[src/rtl/cordic_atan2_seq.sv]
// Sequential CORDIC vectoring core: atan2(y, x) in degrees, one micro-rotation per clock.
// Ports: clk, rst (sync, active-high), in_valid/in_ready/in_x/in_y,
//        out_valid/out_ready/out_angle/out_mag, busy.
// Optional magnitude output enabled by defining CORDIC_MAG_EN; otherwise out_mag is 0.
module cordic_atan2_seq #(
    parameter int DATA_W   = 32,
    parameter int ANG_W    = 32,
    parameter int ANG_FRAC = 16,
    parameter int ITER     = 16
) (
    input  logic              clk,
    input  logic              rst,
    input  logic              in_valid,
    output logic              in_ready,
    input  logic [DATA_W-1:0] in_x,
    input  logic [DATA_W-1:0] in_y,
    output logic              out_valid,
    input  logic              out_ready,
    output logic [ANG_W-1:0]  out_angle,
    output logic [DATA_W-1:0] out_mag,
    output logic              busy
);

    // Guard bits below the integer LSB keep small vectors accurate.
    localparam int GUARD = 16;
    localparam int W     = DATA_W + 2 + GUARD;
    localparam int ZW    = ANG_W + 1;
    localparam int CW    = 5;

    // Table is stored in Q.16 degrees and rescaled to ANG_FRAC.
    localparam int     SH_L = (ANG_FRAC >= 16) ? (ANG_FRAC - 16) : 0;
    localparam int     SH_R = (ANG_FRAC < 16) ? (16 - ANG_FRAC) : 0;
    localparam longint RND  = (longint'(1) <<< SH_R) >>> 1;

    localparam logic signed [ZW-1:0] Z_180  = ZW'(longint'(180) <<< ANG_FRAC);
    localparam logic signed [ZW-1:0] Z_N180 = -Z_180;
    localparam logic signed [ZW-1:0] Z_360  = ZW'(longint'(360) <<< ANG_FRAC);
    localparam logic [CW-1:0]        LAST   = CW'(ITER - 1);

    typedef enum logic [1:0] {
        IDLE,
        ROT,
        DONE
    } state_t;

    function automatic logic signed [ZW-1:0] atan_lut(input logic [CW-1:0] i);
        longint b;
        case (i)
            5'd0:    b = 2949120;
            5'd1:    b = 1740967;
            5'd2:    b = 919879;
            5'd3:    b = 466945;
            5'd4:    b = 234379;
            5'd5:    b = 117304;
            5'd6:    b = 58666;
            5'd7:    b = 29335;
            5'd8:    b = 14668;
            5'd9:    b = 7334;
            5'd10:   b = 3667;
            5'd11:   b = 1833;
            5'd12:   b = 917;
            5'd13:   b = 458;
            5'd14:   b = 229;
            5'd15:   b = 115;
            5'd16:   b = 57;
            5'd17:   b = 29;
            5'd18:   b = 14;
            5'd19:   b = 7;
            5'd20:   b = 4;
            5'd21:   b = 2;
            5'd22:   b = 1;
            default: b = 0;
        endcase
        return ZW'(((b <<< SH_L) + RND) >>> SH_R);
    endfunction

    state_t                state_q, state_d;
    logic signed [W-1:0]   x_q, x_d;
    logic signed [W-1:0]   y_q, y_d;
    logic signed [ZW-1:0]  z_q, z_d;
    logic [CW-1:0]         cnt_q, cnt_d;
    logic                  zero_q, zero_d;
    logic [ANG_W-1:0]      ang_q, ang_d;

    logic signed [W-1:0]   xe, ye;
    logic signed [W-1:0]   x_sh, y_sh;
    logic signed [W-1:0]   x_rot, y_rot;
    logic signed [ZW-1:0]  t_i;
    logic signed [ZW-1:0]  z_rot, z_wrap;

    // Input sign-extended and placed above the guard bits.
    assign xe = {{2{in_x[DATA_W-1]}}, in_x, {GUARD{1'b0}}};
    assign ye = {{2{in_y[DATA_W-1]}}, in_y, {GUARD{1'b0}}};

    assign x_sh = x_q >>> cnt_q;
    assign y_sh = y_q >>> cnt_q;
    assign t_i  = atan_lut(cnt_q);

    always_comb begin
        x_rot = x_q;
        y_rot = y_q;
        z_rot = z_q;
        if (!y_q[W-1]) begin
            x_rot = x_q + y_sh;
            y_rot = y_q - x_sh;
            z_rot = z_q + t_i;
        end else begin
            x_rot = x_q - y_sh;
            y_rot = y_q + x_sh;
            z_rot = z_q - t_i;
        end
    end

    // Fold into (-180, +180]; the lower fix-up only catches residual error.
    always_comb begin
        z_wrap = z_rot;
        if (z_rot == Z_N180) begin
            z_wrap = Z_180;
        end else if (z_rot > Z_180) begin
            z_wrap = z_rot - Z_360;
        end else if (z_rot < Z_N180) begin
            z_wrap = z_rot + Z_360;
        end
    end

`ifdef CORDIC_MAG_EN
    localparam int PW = W + 17;
    localparam logic signed [PW-1:0] KCOMP   = PW'(39797);
    localparam logic signed [PW-1:0] MRND    = PW'(1) <<< (15 + GUARD);
    localparam logic signed [PW-1:0] MAG_MAX =
        PW'((longint'(1) <<< (DATA_W - 1)) - 1);

    logic [DATA_W-1:0]     mag_q, mag_d;
    logic signed [PW-1:0]  prod, mag_r;
    logic [DATA_W-1:0]     mag_sat;

    // Gain compensation: x_final * K, rounded, guard bits dropped.
    assign prod    = PW'(x_rot) * KCOMP;
    assign mag_r   = (prod + MRND) >>> (16 + GUARD);
    assign mag_sat = (mag_r > MAG_MAX) ? MAG_MAX[DATA_W-1:0]
                                       : mag_r[DATA_W-1:0];
    assign out_mag = mag_q;
`else
    assign out_mag = '0;
`endif

    assign in_ready  = (state_q == IDLE);
    assign out_valid = (state_q == DONE);
    assign busy      = (state_q != IDLE);
    assign out_angle = ang_q;

    always_comb begin
        state_d = state_q;
        x_d     = x_q;
        y_d     = y_q;
        z_d     = z_q;
        cnt_d   = cnt_q;
        zero_d  = zero_q;
        ang_d   = ang_q;
`ifdef CORDIC_MAG_EN
        mag_d   = mag_q;
`endif
        unique case (state_q)
            IDLE: begin
                if (in_valid) begin
                    cnt_d   = '0;
                    zero_d  = (in_x == '0) && (in_y == '0);
                    state_d = ROT;
                    if (!xe[W-1]) begin
                        x_d = xe;
                        y_d = ye;
                        z_d = '0;
                    end else begin
                        x_d = -xe;
                        y_d = -ye;
                        z_d = ye[W-1] ? Z_N180 : Z_180;
                    end
                end
            end
            ROT: begin
                x_d   = x_rot;
                y_d   = y_rot;
                z_d   = z_rot;
                cnt_d = cnt_q + 1'b1;
                if (cnt_q == LAST) begin
                    cnt_d   = '0;
                    state_d = DONE;
                    ang_d   = zero_q ? '0 : z_wrap[ANG_W-1:0];
`ifdef CORDIC_MAG_EN
                    mag_d   = zero_q ? '0 : mag_sat;
`endif
                end
            end
            DONE: begin
                if (out_ready) begin
                    state_d = IDLE;
                end
            end
            default: begin
                state_d = IDLE;
            end
        endcase
    end

    always_ff @(posedge clk) begin
        if (rst) begin
            state_q <= IDLE;
            x_q     <= '0;
            y_q     <= '0;
            z_q     <= '0;
            cnt_q   <= '0;
            zero_q  <= 1'b0;
            ang_q   <= '0;
`ifdef CORDIC_MAG_EN
            mag_q   <= '0;
`endif
        end else begin
            state_q <= state_d;
            x_q     <= x_d;
            y_q     <= y_d;
            z_q     <= z_d;
            cnt_q   <= cnt_d;
            zero_q  <= zero_d;
            ang_q   <= ang_d;
`ifdef CORDIC_MAG_EN
            mag_q   <= mag_d;
`endif
        end
    end

endmodule
[config.mk]
export PLATFORM = sky130hd
export DESIGN_NAME = cordic_atan2_seq
export DESIGN_NICKNAME = d
export VERILOG_FILES = /design/src/rtl/cordic_atan2_seq.sv
export SDC_FILE = /design/constraint.sdc
export NUM_CORES = 1
export LEC_CHECK = 0
export CAP_MARGIN = 5
export CELL_PAD_IN_SITES_DETAIL_PLACEMENT = 0
export CELL_PAD_IN_SITES_GLOBAL_PLACEMENT = 1
export CORE_ASPECT_RATIO = 1.75
export CORE_UTILIZATION = 40
export DETAILED_ROUTE_END_ITERATION = 6
export MAX_ROUTING_LAYER = met4
export PLACE_DENSITY = 0.78
export SKIP_LAST_GASP = 1
export SLEW_MARGIN = 25
export SYNTH_ARGS = -nofsm -noshare
export SYNTH_HDL_FRONTEND = slang
export SYNTH_SLANG_ARGS = --single-unit
[constraint.sdc]
create_clock -name clk -period 18.36 [get_ports clk]
set_clock_uncertainty 0.1 [all_clocks]
set_input_delay 4.59 -clock clk [delete_from_list [all_inputs] [get_ports clk]]
set_output_delay 4.59 -clock clk [all_outputs]
set_load 0.1 [all_outputs]
==> flow_summary.toml <==
[cts]
cts_buffers = 17
htreeDepth = 4
cts_resized = 0
path_clk_slew_ps = 80
cts_hold_buf = 0
post_cts_buffers = 0
root_buffer = "clkbuf_16"
clk_path_buf_depth = 2
clk_latency_ps = 510
cts.sinks = 195
cts_tree = "done"

[sta]
hold_violations = 0
finalSetupViolCount = 0
maxSlewHeadroom = 0.2818
max_freq_mhz = 117.5
slew_viol_final = 0
tightest_slew_ps = 1074
fin_crit_ps = 8511
rsz0062_at_grt = "false"
finalSetupTns_ps = 0
final_min_period_over_clock_period = 0.4636

[route]
num_vias = 26150
viasPerCell = 6.437
detail-route-antenna-nets = 0
wl_per_cell_microns = 24.93
drt_wl_total_microns = 101300
drt-pass1-iter-count = 7
drc = 0
dr.first_iter.drc_count = 1694

[setup_path]
required_ps = 18660
crit_chain = "buf_4 -> mux4_2 -> mux2_2 -> mux2i_1 -> nor3b_1 -> nor2_1 -> or4_1 -> nor4_1 -> a21oi_1 -> xnor2_1 -> ha_1 -> a21o_1 -> a21o_1 -> a21oi_1 -> o21ai_0 -> o41a_1 -> o21ai_0 -> a31oi_1 -> a21o_1 -> a21o_1 -> a311oi_1 -> xnor2_1 -> a2111oi_2"
cp_slowest_stage_delay_ps = 850
critPathSlowestCell = "dfxtp_4"
worstSetupEndpointType = "register"
critPathLaunchType = "register"
critical_path_peak_fanout = 57
cp_data_arrival_time_ps = 8810
path_class = "reg -> reg"
cp_common_cell = "a21o_1"

[final_layout]
finalInstanceArea_sq_um = 27850
syn2layout_area_growth_pct = 6.957
final_nets = 3451
drive_gt1_frac = 0.09329
fin_util = 0.4330
fillerInstances = 6601

[power_and_ir_drop]
leakage_nw = 10.97
pwr_density_cell_nw_per_um2 = 177.4
ir_drop_mv = 0.09470

[floorplan]
core_sq_um = 64330
io_pins = 135
fp.dieH_microns = 339.5
rows = 123
die_w_microns = 194.9
die_area_sq_um = 66160
start_util = 0.4048

[synthesis]
yosysUniqueCellTypes = 100
synth_area_leader_cell = "dfxtp_1"
synth_most_common_cell = "nor2_1"
synth_seq_cells = 195
synth_edf_count = 0
syn_inst = 3299
syn_area_sq_um = 26040
synthArstFlopShare = 0
netlist.area_leader.share = 0.1499
synth_area_per_cell_sq_um = 7.893
synthTopCellsByCount = "nor2_1, a21oi_1, nand2_1"
synthTopCellsByArea = "dfxtp_1, mux4_2, ha_1"
synthFlopType = "dfxtp_1"
ys_seq_area_frac = 0.1499
yosys_warnings = 0

[grt]
first_global_vias = 26120
grt_pass1_wl_microns = 153700
grt_overflow = 0
grt_use_total = 0.3120
antenna_found_initial = 3
grt_start_max_net_pins = 139

[hold_path]
hold_path.class = "reg -> reg"

[place]
portBuffers = 102
dp_hpwl_microns = 77790
placed_cell_area_sq_um = 27230
gp_congestion = 1.010

[status]
outcome = "finished clean"

[flow_run]
cap_violations = 0
[cell type report]
cell class                      count  area [sq um]  share of cell area
Antenna cell                        3         7.507           0.0002695
Clock buffer                       18         439.2             0.01577
Clock inverter                     14         166.4            0.005975
Inverter                           96         365.4             0.01312
Multi-Input combinational cell   2793         20690              0.7429
Sequential cell                   195          3921              0.1408
Tap cell                          812          1016             0.03648
Timing Repair Buffer              132          1246             0.04474
[sequential cells by signal, indices dropped and copies added, names as in the netlist]
signal     count
y_q           50
t_i           22
out_angle     32
state_q        2
x_q           50
cnt_q          5
z_q           33
zero_q         1
[power breakdown]
group | internal [mW] | switching, mW
Clock | 0.198 | 0.221
Sequential | 0.504 | 0.162
Combinational | 1.53 | 2.33
[worst paths after layout]
kind	from	end	slack (ps)	cells past startpoint
worst max-delay path	cnt_q[0]	y_q[49]	9850	23
worst min-delay path	out_angle[27]	out_angle[27]	360	2
worst max register to register	cnt_q[0]	y_q[49]	9850	23
worst min register to register	out_angle[27]	out_angle[27]	360	2
[per-layer routing]
layer,GRT usage,part of all wire,up-vias
met5,-,0,-
met4,0.2738,0.099,0
met3,0.04660,0.046,421
met2,0.5662,0.53,996
met1,0.2810,0.33,12540
li1,-,-,12190
[per-stage QoR]
stage	power [mW]	setup WS, ps	hold WS, ps	cells
after floorplan	3.457	10870	336.2	3330
after global placement	4.448	10000	343.4	4028
after detailed placement	4.438	9891	345.2	4028
after CTS	4.883	9883	369.5	4060
after global routing	5.285	9291	388.1	4063
final	4.940	9849	364.3	4063
[critical path, delay by kind of cell, from the launching register on]
family / cells / cell delay (ps)
compound gates: 12 / 2940
buf+inv: 1 / 840
simple gates: 4 / 1810
xor+xnor: 2 / 310
flops: 1 / 850
mux: 3 / 1240
fa+ha+maj: 1 / 220
[layout by cell type, fill, tap and decap left out, types with 77 or more instances in the layout]
| master | count |
|---|---|
| o21ai_0 | 177 |
| nand3_1 | 100 |
| nand2_1 | 266 |
| nor2_1 | 378 |
| dfxtp_1 | 189 |
| inv_1 | 91 |
| a21o_1 | 77 |
| a21oi_1 | 272 |
| mux4_2 | 129 |
| clkdlybuf4s50_1 | 99 |
| xnor2_1 | 159 |
| xor2_1 | 99 |
| ha_1 | 145 |
[logic make-up after synthesis]
family	after synthesis	synth area share
adder cells (fa/ha/maj)	148	0.07198
AND/OR/NAND/NOR	1127	0.2092
multiplexers	259	0.1790
AO/OA/AOI/OAI	969	0.2413
buffers and inverters	342	0.06169
flip-flops	195	0.1499
XOR/XNOR	258	0.08678
other	1	0.0001440
Note: power is estimated with default switching activity, not from simulation.
